--- src/rtl/data_rd_pkg.sv ---
// Shared types and constants for the SD-card frame read controller.
// Also hosts the edge-detector mode type so the write side can reuse edge_det.
package data_rd_pkg;

  localparam int unsigned ADDR_W = 32;

  typedef enum logic [2:0] {
    IDLE,
    REQ,
    WAIT_H,
    WAIT_L,
    NEXT
  } rd_state_e;

  typedef enum logic [1:0] {
    EDGE_RISE,
    EDGE_FALL,
    EDGE_ANY
  } edge_mode_e;

  // Counter width for n states, never narrower than one bit
  function automatic int unsigned clog2_min1(input int unsigned n);
    return (n <= 2) ? 1 : $clog2(n);
  endfunction

endpackage

--- src/rtl/data_rd_ctrl_if.sv ---
// Bus bundle between data_rd_ctrl, the SD read module and the frame consumer.
// master = the controller; slave = the environment around it.
interface data_rd_ctrl_if
  import data_rd_pkg::*;
#(
  parameter int unsigned FI_W = 3
) ();

  logic              init_end;
  logic              frame;
  logic              rd_busy;
  logic              rd_en;
  logic [ADDR_W-1:0] rd_addr;
  logic              frame_done;
  logic [FI_W-1:0]   frame_idx;
  logic              rd_err;

  modport master (
    input  init_end, frame, rd_busy,
    output rd_en, rd_addr, frame_done, frame_idx, rd_err
  );

  modport slave (
    output init_end, frame, rd_busy,
    input  rd_en, rd_addr, frame_done, frame_idx, rd_err
  );

endinterface

--- src/rtl/data_rd_ctrl_edge_det.sv ---
// Registered single-signal edge detector; the edge output is combinational
// from the input and its one-cycle delayed copy.
module edge_det
  import data_rd_pkg::*;
#(
  parameter edge_mode_e MODE = EDGE_RISE
) (
  input  logic i_clk,
  input  logic i_rst_n,
  input  logic i_sig,
  output logic o_edge_c
);

  logic r_d1;

  always_ff @(posedge i_clk or negedge i_rst_n) begin
    if (!i_rst_n) begin
      r_d1 <= 1'b0;
    end else begin
      r_d1 <= i_sig;
    end
  end

  always_comb begin
    o_edge_c = 1'b0;
    case (MODE)
      EDGE_RISE: o_edge_c = i_sig & ~r_d1;
      EDGE_FALL: o_edge_c = ~i_sig & r_d1;
      default:   o_edge_c = i_sig ^ r_d1;
    endcase
  end

endmodule

--- src/rtl/data_rd_ctrl.sv ---
// Frame read controller: issues one single-sector read per sector of a frame,
// walking a ring of frame slots. Optional command timeout/retry: RD_TIMEOUT_EN.
module data_rd_ctrl
  import data_rd_pkg::*;
#(
  parameter logic [ADDR_W-1:0] BASE_ADDR      = 32'd1000,
  parameter int unsigned       SECT_PER_FRAME = 4,
  parameter int unsigned       FRAME_NUM      = 8
`ifdef RD_TIMEOUT_EN
  ,
  parameter int unsigned       TIMEOUT_CYC    = 1000
`endif
) (
  input  logic           sys_clk,
  input  logic           sys_rst_n,
  data_rd_ctrl_if.master bus
);

  localparam int unsigned     SC_W      = clog2_min1(SECT_PER_FRAME);
  localparam int unsigned     FI_W      = clog2_min1(FRAME_NUM);
  localparam logic [SC_W-1:0] SECT_LAST = SC_W'(SECT_PER_FRAME - 1);
  localparam logic [FI_W-1:0] IDX_LAST  = FI_W'(FRAME_NUM - 1);

  rd_state_e         r_state;
  rd_state_e         w_state_nxt;
  logic [SC_W-1:0]   r_sect_cnt;
  logic [SC_W-1:0]   w_sect_nxt;
  logic [FI_W-1:0]   r_frame_idx;
  logic [FI_W-1:0]   w_idx_nxt;
  logic              r_pend;
  logic              w_pend_nxt;
  logic              r_rd_en;
  logic              r_frame_done;
  logic [ADDR_W-1:0] r_rd_addr;
  logic [ADDR_W-1:0] w_addr_nxt;
  logic              w_req_c;
  logic              w_busy_fall_c;
  logic              w_timeout_c;

  edge_det #(.MODE(EDGE_RISE)) u_frame_edge (
    .i_clk    (sys_clk),
    .i_rst_n  (sys_rst_n),
    .i_sig    (bus.frame),
    .o_edge_c (w_req_c)
  );

  edge_det #(.MODE(EDGE_FALL)) u_busy_edge (
    .i_clk    (sys_clk),
    .i_rst_n  (sys_rst_n),
    .i_sig    (bus.rd_busy),
    .o_edge_c (w_busy_fall_c)
  );

`ifdef RD_TIMEOUT_EN
  localparam int unsigned     TO_W    = $clog2(TIMEOUT_CYC + 1);
  localparam logic [TO_W-1:0] TO_LAST = TO_W'(TIMEOUT_CYC - 1);

  logic [TO_W-1:0] r_to_cnt;
  logic            r_rd_err;

  // Counts cycles since the last rd_en while waiting for busy
  always_ff @(posedge sys_clk or negedge sys_rst_n) begin
    if (!sys_rst_n) begin
      r_to_cnt <= '0;
      r_rd_err <= 1'b0;
    end else begin
      if (r_state == REQ) begin
        r_to_cnt <= TO_W'(1);
      end else if (r_state == WAIT_H) begin
        r_to_cnt <= r_to_cnt + TO_W'(1);
      end else begin
        r_to_cnt <= '0;
      end
      r_rd_err <= r_rd_err | w_timeout_c;
    end
  end

  assign w_timeout_c = (r_state == WAIT_H) && !bus.rd_busy && (r_to_cnt == TO_LAST);
  assign bus.rd_err  = r_rd_err;
`else
  assign w_timeout_c = 1'b0;
  assign bus.rd_err  = 1'b0;
`endif

  always_ff @(posedge sys_clk or negedge sys_rst_n) begin
    if (!sys_rst_n) begin
      r_state <= IDLE;
    end else begin
      r_state <= w_state_nxt;
    end
  end

  always_comb begin
    w_state_nxt = r_state;
    w_sect_nxt  = r_sect_cnt;
    w_idx_nxt   = r_frame_idx;
    w_pend_nxt  = r_pend | w_req_c;
    case (r_state)
      IDLE: begin
        if ((w_req_c | r_pend) & bus.init_end & ~bus.rd_busy) begin
          w_state_nxt = REQ;
          w_pend_nxt  = 1'b0;
        end
      end
      REQ: begin
        w_state_nxt = WAIT_H;
      end
      WAIT_H: begin
        // Level test: busy already high on entry counts as the rise
        if (w_timeout_c) begin
          w_state_nxt = REQ;
        end else if (bus.rd_busy) begin
          w_state_nxt = WAIT_L;
        end
      end
      WAIT_L: begin
        if (w_busy_fall_c) begin
          w_state_nxt = NEXT;
        end
      end
      NEXT: begin
        if (r_sect_cnt == SECT_LAST) begin
          w_sect_nxt  = '0;
          w_idx_nxt   = (r_frame_idx == IDX_LAST) ? '0 : r_frame_idx + FI_W'(1);
          w_state_nxt = IDLE;
        end else begin
          w_sect_nxt  = r_sect_cnt + SC_W'(1);
          w_state_nxt = REQ;
        end
      end
      default: begin
        w_state_nxt = IDLE;
      end
    endcase
  end

  assign w_addr_nxt = BASE_ADDR
                    + (ADDR_W'(w_idx_nxt) * ADDR_W'(SECT_PER_FRAME))
                    + ADDR_W'(w_sect_nxt);

  // Datapath and registered outputs; address latched only when a command is issued
  always_ff @(posedge sys_clk or negedge sys_rst_n) begin
    if (!sys_rst_n) begin
      r_sect_cnt   <= '0;
      r_frame_idx  <= '0;
      r_pend       <= 1'b0;
      r_rd_en      <= 1'b0;
      r_rd_addr    <= BASE_ADDR;
      r_frame_done <= 1'b0;
    end else begin
      r_sect_cnt   <= w_sect_nxt;
      r_frame_idx  <= w_idx_nxt;
      r_pend       <= w_pend_nxt;
      r_rd_en      <= (w_state_nxt == REQ);
      r_frame_done <= (w_state_nxt == NEXT) && (r_sect_cnt == SECT_LAST);
      if (w_state_nxt == REQ) begin
        r_rd_addr <= w_addr_nxt;
      end
    end
  end

  assign bus.rd_en      = r_rd_en;
  assign bus.rd_addr    = r_rd_addr;
  assign bus.frame_done = r_frame_done;
  assign bus.frame_idx  = r_frame_idx;

endmodule

--- src/flat_wrapper.sv ---
// flat-port wrapper written by rule: the top's interface ports become plain ports
module data_rd_ctrl_flat import data_rd_pkg::*;
#(
  parameter logic [ADDR_W-1:0] BASE_ADDR      = 32'd1000,
  parameter int unsigned       SECT_PER_FRAME = 4,
  parameter int unsigned       FRAME_NUM      = 8

)
  (sys_clk, sys_rst_n, bus_init_end, bus_frame, bus_rd_busy, bus_rd_en, bus_rd_addr, bus_frame_done, bus_frame_idx, bus_rd_err);
  data_rd_ctrl_if #(.FI_W(3)) bus_i ();
  input  logic sys_clk;
  input  logic sys_rst_n;
  input wire logic [$bits(bus_i.init_end)-1:0] bus_init_end;
  input wire logic [$bits(bus_i.frame)-1:0] bus_frame;
  input wire logic [$bits(bus_i.rd_busy)-1:0] bus_rd_busy;
  output wire logic [$bits(bus_i.rd_en)-1:0] bus_rd_en;
  output wire logic [$bits(bus_i.rd_addr)-1:0] bus_rd_addr;
  output wire logic [$bits(bus_i.frame_done)-1:0] bus_frame_done;
  output wire logic [$bits(bus_i.frame_idx)-1:0] bus_frame_idx;
  output wire logic [$bits(bus_i.rd_err)-1:0] bus_rd_err;
  assign bus_i.init_end = bus_init_end;
  assign bus_i.frame = bus_frame;
  assign bus_i.rd_busy = bus_rd_busy;
  assign bus_rd_en = bus_i.rd_en;
  assign bus_rd_addr = bus_i.rd_addr;
  assign bus_frame_done = bus_i.frame_done;
  assign bus_frame_idx = bus_i.frame_idx;
  assign bus_rd_err = bus_i.rd_err;
  data_rd_ctrl #(.BASE_ADDR(BASE_ADDR), .SECT_PER_FRAME(SECT_PER_FRAME), .FRAME_NUM(FRAME_NUM)) u_core (.sys_clk(sys_clk), .sys_rst_n(sys_rst_n), .bus(bus_i));
endmodule
--- config.mk ---
export PLATFORM = sky130hd
export DESIGN_NAME = data_rd_ctrl_flat
export DESIGN_NICKNAME = d
export VERILOG_FILES = /design/src/rtl/data_rd_pkg.sv /design/src/rtl/data_rd_ctrl_if.sv /design/src/rtl/data_rd_ctrl_edge_det.sv /design/src/rtl/data_rd_ctrl.sv /design/src/flat_wrapper.sv
export SDC_FILE = /design/constraint.sdc
export NUM_CORES = 1
export LEC_CHECK = 0
export CAP_MARGIN = 20
export CORE_MARGIN = 2
export CORE_UTILIZATION = 30
export DETAILED_ROUTE_END_ITERATION = 7
export PLACE_DENSITY = 0.57
export SETUP_SLACK_MARGIN = 0.1
export SKIP_LAST_GASP = 1
export SYNTH_ARGS = -nofsm -noshare
export SYNTH_HDL_FRONTEND = slang
export SYNTH_SLANG_ARGS = --single-unit
--- constraint.sdc ---
create_clock -name sys_clk -period 2.9 [get_ports sys_clk]
set_input_delay 0.435 -clock sys_clk [delete_from_list [all_inputs] [get_ports sys_clk]]
set_output_delay 0.435 -clock sys_clk [all_outputs]
set_load 0.05 [all_outputs]
==> flow_summary.toml, run 1 <==
[status]
status = "finished clean"

[clock_network]
clkLatencyLatePin_ps = 290
root_buffer = "clkbuf_4"
clockBufferDepth = 2
cts_max_level = 1
numCtsBuffers = 3
clkTransAtPathRegs_ps = 110
cts_tree = "done"
post_cts.repair.setup_buffers = 0
ctsResizeCount = 0
cts-hold-fix-buffers = 0
cts.sinks = 20

[die]
initial_core_util = 0.316
die_h_um = 63.8
row_count = 21
coreArea_um2 = 3390
die-width_um = 63.8
die-area_um2 = 4060
io_pins = 43

[finish]
diodes = 0
drive_gt1_frac = 0.156
nNetsFinal = 119
final_cells = 155
layout-area-overhead-vs-synth_pct = 14.6
fillers = 350

[detailed_routing]
drt-pass1-iter-count = 3
first_iter_violations = 17
wire_per_inst_um = 10.3
drt-total-wl_um = 1600
vias = 615
vias_per_cell = 3.97
postRouteAntennaNets = 0
drcViolationCount = 0

[power_and_ir_drop]
clockPowerShare = 0.170
p_comb_frac = 0.349
netSwitchingFraction = 0.395
powerDensity_nw_per_um2 = 625
seqPwrFrac = 0.481
p_sw_uw = 303
ir_worst_vdd_mv = 0.354
leakage_nw = 0.631
p_int_uw = 464

[worst_setup_path]
slowest_stage = "clkdlybuf4s50_1"
path_delay_family = "buffers and inverters"
critical_path_buf_inv_count = 1
crit_chain = "clkdlybuf4s50_1"
cp-start-kind = "flip-flop"
crit_type = "flip-flop to output port"
cp.required_ps = 2470
crit_path_end_kind = "output port"
arrival_ps = 1700
max_stage_delay_ps = 820
critPathMaxFanout = 6

[yosys]
yosys_most_used_dff = "dfrtp_1"
yosys-top-cells-area = "dfrtp_1 (42%), buf_4 (18%), mux2_4 (7.0%), dfstp_2 (4.9%), ha_1 (4.7%)"
synth_cell_type_count = 32
synth_area_um2 = 1070
syn_inst = 91
synth_warnings = 0
yosysTopAreaCell = "dfrtp_1"
synth-edff-count = 0
synth-seq-cells = 20
yosysMostFrequentCell = "buf_4"
ys_seq_area_frac = 0.470
yosys-top-cells-count = "buf_4 (26), dfrtp_1 (18), mux2_4 (5), ha_1 (4)"
syn_avg_cell_area_um2 = 11.8
async_reset_ff_frac = 1.00
synth_top_area_frac = 0.421

[timing]
post-route-min-period_ps = 2130
clock_skew_ps = 4.88
post-route-period-util = 0.736
setup_viol = 0
fmax_mhz = 468
timing.final.hold_violations = 0
fin_setup_tns_ps = 0
rsz0062_at_grt = "false"
relSlewSlack = 0.438
slew_viol_final = 0
tightest_slew_ps = 840

[grt]
grt.overflow.total = 0
grt_max_degree = 21
grt_pass1_wl_um = 2670
antenna_found_initial = 0
grt_util_all_layers = 0.0832
grt_pass1_vias = 593

[place]
dp.cells = 151
io_buffers = 20
dp_hpwl_um = 1200
gp_congestion = 0.788

[hold_path]
min_path_type = "flip-flop to flip-flop"

[flow_run]
cap_violations = 0
[final cells by class]
cell class                      count  area (um2)  area share
Sequential cell                    20         503       0.410
Multi-Input combinational cell     61         425       0.347
Timing Repair Buffer               20         200       0.163
Tap cell                           46        57.6      0.0469
Clock buffer                        4        26.3      0.0214
Inverter                            4        15.0      0.0122
[flip-flops by register name, summed over array words and instances (netlist names)]
signal / flops
u_core.r_state: 3
u_core.bus.rd_en: 1
u_core.bus.frame_done: 1
u_core.bus.frame_idx: 3
u_core.r_sect_cnt: 2
u_core.bus.rd_addr: 7
u_core.u_frame_edge.r_d1: 1
u_core.u_busy_edge.r_d1: 1
u_core.r_pend: 1
[metal layers]
metal	vias up	routed length (um)	global-route usage
met1	290	757	0.118
met3	2	94	0.0158
li1	292	-	-
met5	-	0	0
met2	31	735	0.125
met4	0	11	0.0326
[cells by family (layout without fill, tap and decap cells)]
kind of cell    Yosys count  after routing  synth area share
buf+inv                  31             28             0.207
flops                    20             20             0.470
simple gates             18             18             0.100
mux                      10             10             0.120
compound gates            7              7            0.0526
fa+ha+maj                 4              4            0.0467
other cells               1             22           0.00350
[cells in the final DEF, fill, tap and decap left out, drive strengths merged, types with 4 or more instances in the layout]
master         netlist  final
clkdlybuf4s50        0     20
dfrtp               18     18
ha                   4      4
conb                 1     22
nand2                4      4
nor2                 4      4
inv                  4      4
clkbuf               0      4
mux2                 8      8
[power groups by stage]
stage          registers (mW)  clock network [mW]  logic, mW
2_1_floorplan           0.419                   0      0.185
3_3_place_gp            0.373                   0      0.266
3_5_place_dp            0.374                   0      0.269
4_1_cts                 0.369               0.139      0.271
5_1_grt                 0.378               0.150      0.290
6_report                0.369               0.131      0.268
[metrics by stage]
| stage | area, um2 | util | setup WS (ps) | hold slack [ps] | power (mW) |
|---|---|---|---|---|---|
| floorplan | 1150 | - | 844 | 139 | 0.604 |
| global placement | 1200 | 0.354 | 779 | 471 | 0.639 |
| detailed placement | 1200 | 0.354 | 757 | 465 | 0.643 |
| CTS | 1230 | 0.362 | 743 | 481 | 0.778 |
| global route | 1230 | 0.362 | 706 | 532 | 0.818 |
| finish | 1230 | 0.362 | 765 | 475 | 0.767 |
[path summary, 6_finish.rpt]
check,slack [ps],from,depth (start not counted),to
max,770,u_core.bus.rd_addr[9],1,bus_rd_addr[7]
min,480,u_core.bus.rd_addr[3],2,u_core.bus.rd_addr[3]
max reg2reg,930,u_core.r_sect_cnt[0],5,u_core.bus.rd_addr[4]
min reg2reg,480,u_core.bus.rd_addr[3],2,u_core.bus.rd_addr[3]
max in group asynchronous,1760,sys_rst_n,1,u_core.r_state[2]
min in group asynchronous,620,sys_rst_n,1,u_core.r_sect_cnt[1]
Power figures use the tool's default switching activity.
==> inputs of run 2 (changes only) <==
clock period = 2.1 ns   (was 2.9 ns; I/O delays follow)
==> run 2 against run 1 <==
Net effect:
- first-iteration DRC count unchanged
- non-clock buffer count up 5
- combinational power up 52%
==> flow_summary.toml, run 2 (synthesized netlist as in run 1, its figures left out) <==
[detailed_routing]
drt-pass1-iter-count = 4
wire_per_inst_um = 10.2
postRouteAntennaNets = 0
drt-total-wl_um = 1630
vias = 644
drcViolationCount = 0
vias_per_cell = 4.03
first_iter_violations = 17

[grt]
grt_pass1_vias = 644
grt_util_all_layers = 0.0904
grt_max_degree = 14
grt_pass1_wl_um = 2880
antenna_found_initial = 0
grt.overflow.total = 0

[die]
die_h_um = 63.8
die-area_um2 = 4060
io_pins = 43
initial_core_util = 0.316
coreArea_um2 = 3390
row_count = 21
die-width_um = 63.8

[timing]
fmax_mhz = 518
setup_viol = 0
timing.final.hold_violations = 0
relSlewSlack = 0.628
clock_skew_ps = 12.7
post-route-period-util = 0.920
tightest_slew_ps = 556
rsz0062_at_grt = "false"
post-route-min-period_ps = 1930
slew_viol_final = 0
holdWs_ps = 358
fin_setup_tns_ps = 0

[finish]
final_common_cell = "conb_1"
nNetsFinal = 124
largest_register_ffs = 7
diodes = 0
drive_gt1_frac = 0.219
fillers = 345
most-common-layout-cells = "conb_1 (22), dfrtp_1 (16), clkdlybuf4s50_1 (15)"
layout-area-overhead-vs-synth_pct = 18.0

[worst_setup_path]
crit_path_end_kind = "output port"
crit_type = "flip-flop to output port"
critPathMaxFanout = 2
arrival_ps = 1620
critical_path_buf_inv_count = 1
path_delay_family = "buffers and inverters"
max_stage_delay_ps = 790
cp-start-kind = "flip-flop"
slowest_stage = "clkdlybuf4s50_1"
crit_chain = "clkdlybuf4s50_1"
cp.required_ps = 1780

[power_and_ir_drop]
powerDensity_nw_per_um2 = 870
leakage_nw = 0.638
ir_worst_vdd_mv = 0.543

[hold_path]
min_path_type = "input port to asynchronous set/reset pin"

[clock_network]
clkLatencyLatePin_ps = 300
cts.sinks = 20
cts-hold-fix-buffers = 0
numCtsBuffers = 3
cts_tree = "done"
clockBufferDepth = 2
root_buffer = "clkbuf_4"
cts_max_level = 1
clkTransAtPathRegs_ps = 110

[flow_run]
cap_violations = 0

[status]
status = "finished clean"

[place]
gp_congestion = 0.708
dp_hpwl_um = 1240
io_buffers = 20
## run 2: changes by cell type in the layout (fill, tap and decap cells not counted)
| cell | previous run | this run |
|---|---|---|
| buf_4 | 0 | 5 |
| clkdlybuf4s50_1 | 20 | 15 |
| dlygate4sd2_1 | 0 | 5 |
| dfrtp_1 | 18 | 16 |
| dfrtp_2 | 0 | 2 |
| ha_1 | 4 | 3 |
| ha_2 | 0 | 1 |
## run 2: final cells by class
| type | count | area [um2] | share of cell area |
|---|---|---|---|
| clock buffer | 4 | 26.3 | 0.0208 |
| inverter | 4 | 15.0 | 0.0119 |
| multi-input combinational | 61 | 428 | 0.339 |
| sequential | 20 | 505 | 0.400 |
| tap | 46 | 57.6 | 0.0455 |
| timing repair buffer | 25 | 231 | 0.183 |
## run 2: power by group
part           internal, mW  switching [mW]
Clock                0.0739           0.111
Combinational         0.144           0.264
Sequential            0.450          0.0563
## run 2: final timing paths
check / startpoint / to / slack [ps] / cells after the start
min in group sys_clk: bus_frame / u_core.u_frame_edge.r_d1 / 470 / 1
worst min register to register: u_core.bus.rd_addr[3] / u_core.bus.rd_addr[3] / 470 / 2
worst max-delay path: u_core.bus.rd_addr[3] / bus_rd_addr[3] / 170 / 1
max in group asynchronous: sys_rst_n / u_core.u_busy_edge.r_d1 / 1190 / 2
worst max register to register: u_core.r_sect_cnt[0] / u_core.bus.rd_addr[4] / 210 / 5
worst min-delay path: sys_rst_n / u_core.r_sect_cnt[1] / 360 / 1
## run 2: metrics by stage
step / cells / setup WS, ps / cell area, um2 / utilization / total power [mW]
4_1_cts: 159 / 118 / 1250 / 0.370 / 1.10
5_1_grt: 160 / 120 / 1260 / 0.373 / 1.18
2_1_floorplan: 112 / 152 / 1150 / - / 0.834
3_3_place_gp: 155 / 155 / 1230 / 0.364 / 0.899
6_report: 160 / 168 / 1260 / 0.373 / 1.10
3_5_place_dp: 155 / 128 / 1230 / 0.364 / 0.907
## run 2: routing by layer
metal	vias up	GRT usage	wire length, um
li1	302	-	-
met1	310	0.105	659
met5	-	0	0
met4	0	0.0163	0
met3	0	0.0352	134
met2	32	0.159	837
## run 2: repair_timing
item,in CTS,in global routing
gates resized for setup,5,1
cloned,0,0
endpoints found under the setup margin,5,2
setup buffers,0,1
